### src/rtl/seg7_scan_decoder_if.sv
// seg7_scan_decoder_if: multiplexed 7-segment display bus plus the decoded results read back from it
//   an           digit select, active-high, one-hot selects a digit
//   seg          segments a..g in [6:0], dp in [7], 1 = lit
//   hex_out      decoded nibble per digit, digit n in [4n+3:4n]
//   dp_out       captured dp per digit
//   digit_err    last capture of that digit was not a hex glyph
//   sample_valid one-cycle pulse per capture, sample_idx names the digit
//   frame_valid  one-cycle pulse once every digit has been captured
interface seg7_scan_decoder_if #(
    parameter int DIGITS = 4
);
    localparam int IDX_W = DIGITS > 1 ? $clog2(DIGITS) : 1;
    logic [DIGITS-1:0] an;
    logic [7:0] seg;
    logic [4*DIGITS-1:0] hex_out;
    logic [DIGITS-1:0] dp_out;
    logic [DIGITS-1:0] digit_err;
    logic sample_valid;
    logic [IDX_W-1:0] sample_idx;
    logic frame_valid;
    modport master (
        output an, seg,
        input hex_out, dp_out, digit_err, sample_valid, sample_idx, frame_valid
    );
    modport slave (
        input an, seg,
        output hex_out, dp_out, digit_err, sample_valid, sample_idx, frame_valid
    );
endinterface

### src/rtl/seg7_scan_decoder.sv
// seg7_scan_decoder: waits for each multiplexed digit to settle, then decodes it back to hex, dp and error flags
//   clk  rising-edge clock
//   rst  synchronous active-high reset
//   bus  seg7_scan_decoder_if slave: an/seg in, decoded digits and capture/frame pulses out
module seg7_scan_decoder #(
    parameter int DIGITS = 4,
    parameter int STABLE_CYCLES = 4,
    parameter int CNT_W = 8
) (
    input logic clk,
    input logic rst,
    seg7_scan_decoder_if.slave bus
);
    localparam int IDX_W = DIGITS > 1 ? $clog2(DIGITS) : 1;
    localparam logic [CNT_W-1:0] STABLE = CNT_W'(STABLE_CYCLES);
    localparam logic [6:0] TBL [16] = '{
        7'h3F, 7'h06, 7'h5B, 7'h4F, 7'h66, 7'h6D, 7'h7D, 7'h07,
        7'h7F, 7'h6F, 7'h77, 7'h7C, 7'h39, 7'h5E, 7'h79, 7'h71
    };
    typedef enum logic [1:0] {IDLE, SETTLE, HOLD} state_t;
    state_t state_q, state_d;
    logic [CNT_W-1:0] cnt_q, cnt_d;
    logic [DIGITS+7:0] in_q, prev_q;
    logic [DIGITS-1:0] an_q, seen_q, dp_q, err_q;
    logic [7:0] seg_q;
    logic [4*DIGITS-1:0] hex_q;
    logic [IDX_W-1:0] idx_q, idx;
    logic valid_q, frame_q, capture, match, same, one_hot;
    logic [3:0] nib;
    assign an_q = in_q[DIGITS+7:8];
    assign seg_q = in_q[7:0];
    assign same = in_q == prev_q;
    assign one_hot = $onehot(an_q);
    always_comb begin
        state_d = state_q;
        cnt_d = cnt_q;
        capture = 1'b0;
        if (!one_hot) begin
            state_d = IDLE;
            cnt_d = '0;
        end else if (state_q == SETTLE && same) begin
            cnt_d = cnt_q >= STABLE ? cnt_q : cnt_q + 1'b1;
            capture = cnt_d == STABLE;
            state_d = capture ? HOLD : SETTLE;
        end else if (!(state_q == HOLD && same)) begin
            // IDLE always restarts, even on an already-stable pattern out of reset
            state_d = SETTLE;
            cnt_d = CNT_W'(1);
        end
    end
    always_comb begin
        nib = '0;
        match = 1'b0;
        idx = '0;
        for (int i = 0; i < 16; i++) begin
            if (seg_q[6:0] == TBL[i]) begin
                nib = 4'(i);
                match = 1'b1;
            end
        end
        for (int i = 0; i < DIGITS; i++) begin
            if (an_q[i]) idx = IDX_W'(i);
        end
    end
    always_ff @(posedge clk) begin
        if (rst) begin
            in_q <= '0;
            prev_q <= '0;
            state_q <= IDLE;
            cnt_q <= '0;
            seen_q <= '0;
            hex_q <= '0;
            dp_q <= '0;
            err_q <= '0;
            idx_q <= '0;
            valid_q <= 1'b0;
            frame_q <= 1'b0;
        end else begin
            in_q <= {bus.an, bus.seg};
            prev_q <= in_q;
            state_q <= state_d;
            cnt_q <= cnt_d;
            valid_q <= capture;
            frame_q <= &seen_q;
            // a full mask clears one edge after it fills; a capture on that edge survives
            seen_q <= (&seen_q ? '0 : seen_q) | (capture ? an_q : '0);
            if (capture) begin
                idx_q <= idx;
                hex_q[4*idx +: 4] <= nib;
                dp_q[idx] <= seg_q[7];
                err_q[idx] <= !match;
            end
        end
    end
    assign bus.hex_out = hex_q;
    assign bus.dp_out = dp_q;
    assign bus.digit_err = err_q;
    assign bus.sample_valid = valid_q;
    assign bus.sample_idx = idx_q;
    assign bus.frame_valid = frame_q;
endmodule

### src/flat_wrapper.sv
// flat-port wrapper written by rule: the top's interface ports become plain ports
module seg7_scan_decoder_flat 
#(
    parameter int DIGITS = 4,
    parameter int STABLE_CYCLES = 4,
    parameter int CNT_W = 8
)
  (clk, rst, bus_an, bus_seg, bus_hex_out, bus_dp_out, bus_digit_err, bus_sample_valid, bus_sample_idx, bus_frame_valid);
  seg7_scan_decoder_if #(.DIGITS(DIGITS)) bus_i ();
  input logic clk;
  input logic rst;
  input wire logic [$bits(bus_i.an)-1:0] bus_an;
  input wire logic [$bits(bus_i.seg)-1:0] bus_seg;
  output wire logic [$bits(bus_i.hex_out)-1:0] bus_hex_out;
  output wire logic [$bits(bus_i.dp_out)-1:0] bus_dp_out;
  output wire logic [$bits(bus_i.digit_err)-1:0] bus_digit_err;
  output wire logic [$bits(bus_i.sample_valid)-1:0] bus_sample_valid;
  output wire logic [$bits(bus_i.sample_idx)-1:0] bus_sample_idx;
  output wire logic [$bits(bus_i.frame_valid)-1:0] bus_frame_valid;
  assign bus_i.an = bus_an;
  assign bus_i.seg = bus_seg;
  assign bus_hex_out = bus_i.hex_out;
  assign bus_dp_out = bus_i.dp_out;
  assign bus_digit_err = bus_i.digit_err;
  assign bus_sample_valid = bus_i.sample_valid;
  assign bus_sample_idx = bus_i.sample_idx;
  assign bus_frame_valid = bus_i.frame_valid;
  seg7_scan_decoder #(.DIGITS(DIGITS), .STABLE_CYCLES(STABLE_CYCLES), .CNT_W(CNT_W)) u_core (.clk(clk), .rst(rst), .bus(bus_i));
endmodule
### config.mk
export PLATFORM = sky130hd
export DESIGN_NAME = seg7_scan_decoder_flat
export DESIGN_NICKNAME = d
export VERILOG_FILES = /design/src/rtl/seg7_scan_decoder_if.sv /design/src/rtl/seg7_scan_decoder.sv /design/src/flat_wrapper.sv
export SDC_FILE = /design/constraint.sdc
export NUM_CORES = 1
export LEC_CHECK = 0
export BUFFER_PORTS_ARGS = -buffer_cell sky130_fd_sc_hd__buf_2
export CAP_MARGIN = 10
export CORE_MARGIN = 2
export CORE_UTILIZATION = 45
export CTS_CLUSTER_SIZE = 25
export DETAILED_ROUTE_END_ITERATION = 10
export GPL_TIMING_DRIVEN = 0
export PLACE_DENSITY_LB_ADDON = 0.1
export SLEW_MARGIN = 20
export SYNTH_ARGS = -nofsm -noshare
export SYNTH_HDL_FRONTEND = slang
export SYNTH_SLANG_ARGS = --single-unit
### constraint.sdc
create_clock -name clk -period 4.8 [get_ports clk]
set_clock_uncertainty 0.2 [all_clocks]
set_input_delay 0.96 -clock clk [delete_from_list [all_inputs] [get_ports clk]]
set_output_delay 0.96 -clock clk [all_outputs]
set_load 0.05 [all_outputs]
==> run_results.csv <==
group,metric,value,unit
status,outcome,"finished clean",
setup_path,critPathTopFamily,"simple AND/OR/NAND/NOR gates",
synth,yosysWarnings,0,
min_path,hold_end,"u_core.seen_q[0]",
synth,seq_area_frac_synth,43.4,%
floorplanning,start_util,47.1,%
setup_path,crit_arrival,3640,ps
timing,fmax,281,MHz
timing,final_max_slew_viol_count,0,
global_route,grt_usage,18.9,%
finish,final_layout_size_suffix_gt1_share,16.8,%
setup_path,cpMostUsedCell,"ha_1",
synth,synth_commonest_cells,"dfxtp_1, nand2_1, nor2b_1",
clocking,cts_buffer_depth,2,
setup_path,cp-end-kind,"flip-flop",
timing,rsz0062_at_grt,"false",
place,io_buffer_count,41,
clocking,ctsResizeCount,0,
timing,worst_slew_pin_slew,994,ps
power_and_ir_drop,power,1.17,mW
synth,ys.flop_type,"dfxtp_1",
clocking,cts_setup_buffers,0,
routing,num_vias,2439,
synth,synth_area,3040,um^2
power_and_ir_drop,p_leak,1.55,nW
synth,synth_top_area_share,43.4,%
finish,finalInstanceArea,3550,um^2
clocking,clock_latency,340,ps
synth,synth_top_cell_by_area,"dfxtp_1",
timing,slew_headroom,33.6,%
routing,dr.pass1.iters,4,
synth,synth-edff-count,0,
synth,ys_ff_latch,66,
setup_path,cp-startpoint,"u_core.in_q[11]",
min_path,hold_path.class,"reg -> reg",
floorplanning,io_pins,42,
routing,via_per_inst,5.31,
routing,drt-wirelength-per-cell,14.2,um
timing,period_share,74.0,%
setup_path,reg2reg_depth,8,
setup_path,r2r-start,"u_core.in_q[11]",
global_route,grt_pass1_vias,2323,
floorplanning,die_h,86.2,um
global_route,antenna_found_initial,0,
finish,nNetsFinal,404,
routing,wl,6.52,mm
routing,drt_iter0_drc,107,
setup_path,critPathKind,"reg -> reg",
power_and_ir_drop,vdd_drop_max,0.202,mV
setup_path,cp_slowest_cell,"nor3b_1",
finish,diodes,0,
setup_path,r2r_slack,1250,ps
synth,syn_area_per_cell,9.33,um^2
setup_path,cp_max_fo,10,
job,maxCapViolCount,0,
power_and_ir_drop,p_per_area,330,nW/um^2
setup_path,setup.worst_path.start_class,"flip-flop",
clocking,numCtsBuffers,9,
place,dp_hpwl,4.86,mm
floorplanning,fp-row-count,29,
setup_path,cp.buffers_inverters,1,
clocking,htreeDepth,3,
clocking,root_buffer,"clkbuf_8",
global_route,grt_pass1_wl,11.1,mm
synth,synthArstFlopShare,0,%
floorplanning,die_w,86.2,um
min_path,min_from,"u_core.seen_q[0]",
min_path,holdPathStages,2,
timing,setup_violations,0,
global_route,grt_overflow,0,
floorplanning,fp.coreArea,6460,um^2
timing,hold_violations,0,
routing,drtAntennaViolNets,0,
floorplanning,die_area,7440,um^2
clocking,clk_pin_slew_worst_paths,70,ps
clocking,cts_tree,"built",
synth,synth.area.top_cells,"dfxtp_1, mux2i_1, nand2_1",
place,gp_congestion,0.776,
setup_path,crit_chain,"inv_1, ha_1, ha_1, fa_1, nor3b_1, nand2_1, a211oi_1, and2_1",
clocking,cts_hold_buffers,0,
synth,yosysMostFrequentCell,"dfxtp_1",
routing,drc,0,
synth,synthCells,326,
timing,tns,0,ps
setup_path,timing.rr.end,"u_core.cnt_q[7]",
setup_path,required,4890,ps
synth,synthDistinctLibCells,54,
setup_path,max_stage_delay,830,ps
timing,period_needed,3550,ps
timing,whs,247,ps
finish,syn_to_final_growth,16.7,%
synth,syn_nets,352,
place,placed_area,3340,um^2
global_route,grt_max_degree,12,
clocking,cts_num_sinks,66,
[layout make-up]
| class | count | area, um^2 |
|---|---|---|
| Fill cell | 612 | 2910 |
| Multi-Input combinational cell | 228 | 1590 |
| Sequential cell | 66 | 1320 |
| Timing Repair Buffer | 41 | 205 |
| Clock buffer | 10 | 128 |
| Tap cell | 77 | 96.3 |
| Buffer | 20 | 87.6 |
| Clock inverter | 5 | 80.1 |
| Inverter | 12 | 45.0 |
[worst max-delay path by stage]
stage / endpoint / slack [ps] / cells after the start
2_1_floorplan: u_core.cnt_q[3] / 1850 / 8
3_3_place_gp: u_core.cnt_q[7] / 1240 / 8
3_5_place_dp: u_core.cnt_q[5] / 1210 / 8
4_1_cts: u_core.cnt_q[5] / 1200 / 8
5_1_grt: u_core.cnt_q[6] / 850 / 8
6_report: u_core.cnt_q[7] / 1250 / 8
[layout by cell type (no fill, tap or decap), types with 3 or more instances in the layout]
cell type | Yosys | layout
dfxtp_1 | 66 | 66
nor2_1 | 13 | 13
a32o_1 | 5 | 5
nand2b_1 | 4 | 4
inv_1 | 11 | 11
a21oi_1 | 5 | 5
buf_2 | 4 | 45
nand2_1 | 41 | 41
o32ai_1 | 4 | 4
and3_1 | 3 | 3
ha_1 | 11 | 11
a211oi_1 | 3 | 3
nor3b_1 | 5 | 5
mux2i_1 | 17 | 17
nand3b_1 | 4 | 4
o31ai_1 | 4 | 4
or4_1 | 5 | 5
and2_1 | 15 | 15
nand3_1 | 10 | 10
xnor2_1 | 13 | 13
o211ai_1 | 3 | 3
clkbuf_1 | 15 | 16
nor2b_1 | 22 | 22
clkbuf_8 | 0 | 9
nand4_1 | 6 | 6
[through the flow]
stage / setup slack [ps] / utilization [%] / std cells
6_report: 1250 / 55.0 / 459
5_1_grt: 853 / 55.0 / 459
4_1_cts: 1200 / 55.0 / 459
3_5_place_dp: 1210 / 51.8 / 444
3_3_place_gp: 1240 / 51.8 / 444
2_1_floorplan: 1850 / - / 326
[report_power, final]
part | internal (mW) | switching [mW]
logic | 0.0402 | 0.0596
registers | 0.559 | 0.0104
clock network | 0.289 | 0.212
total | 0.888 | 0.282
[cells by family after synthesis]
logic type / count (synthesis) / synth area share [%]
simple gates: 146 / 27.3
mux: 17 / 5.59
fa+ha+maj: 12 / 5.18
flops: 66 / 43.4
buf+inv: 32 / 4.36
compound gates: 39 / 9.87
xor+xnor: 14 / 4.28
[tightest hold or removal path, delay by kind of cell (launching register included)]
kind / cells / cell delay (ps)
flops: 1 / 310
simple gates: 2 / 90
[layer usage]
metal | vias to the layer above | part of all wire, % | GRT usage [%]
li1 | 1240 | - | -
met1 | 1151 | 49 | 25.6
met2 | 38 | 46 | 29.9
met3 | 10 | 3.4 | 4.67
met4 | 0 | 1.3 | 5.97
met5 | - | 0 | 0
[sequential cells by signal, summed over array words and instances (netlist names), 2 cells and up]
signal and cells:
u_core.cnt_q 8, u_core.state_q 2, u_core.bus.digit_err 4, u_core.bus.sample_idx 2, u_core.bus.dp_out 4, u_core.bus.hex_out 16, u_core.in_q 12, u_core.prev_q 12
u_core.seen_q 4
Power figures use the tool's default switching activity.
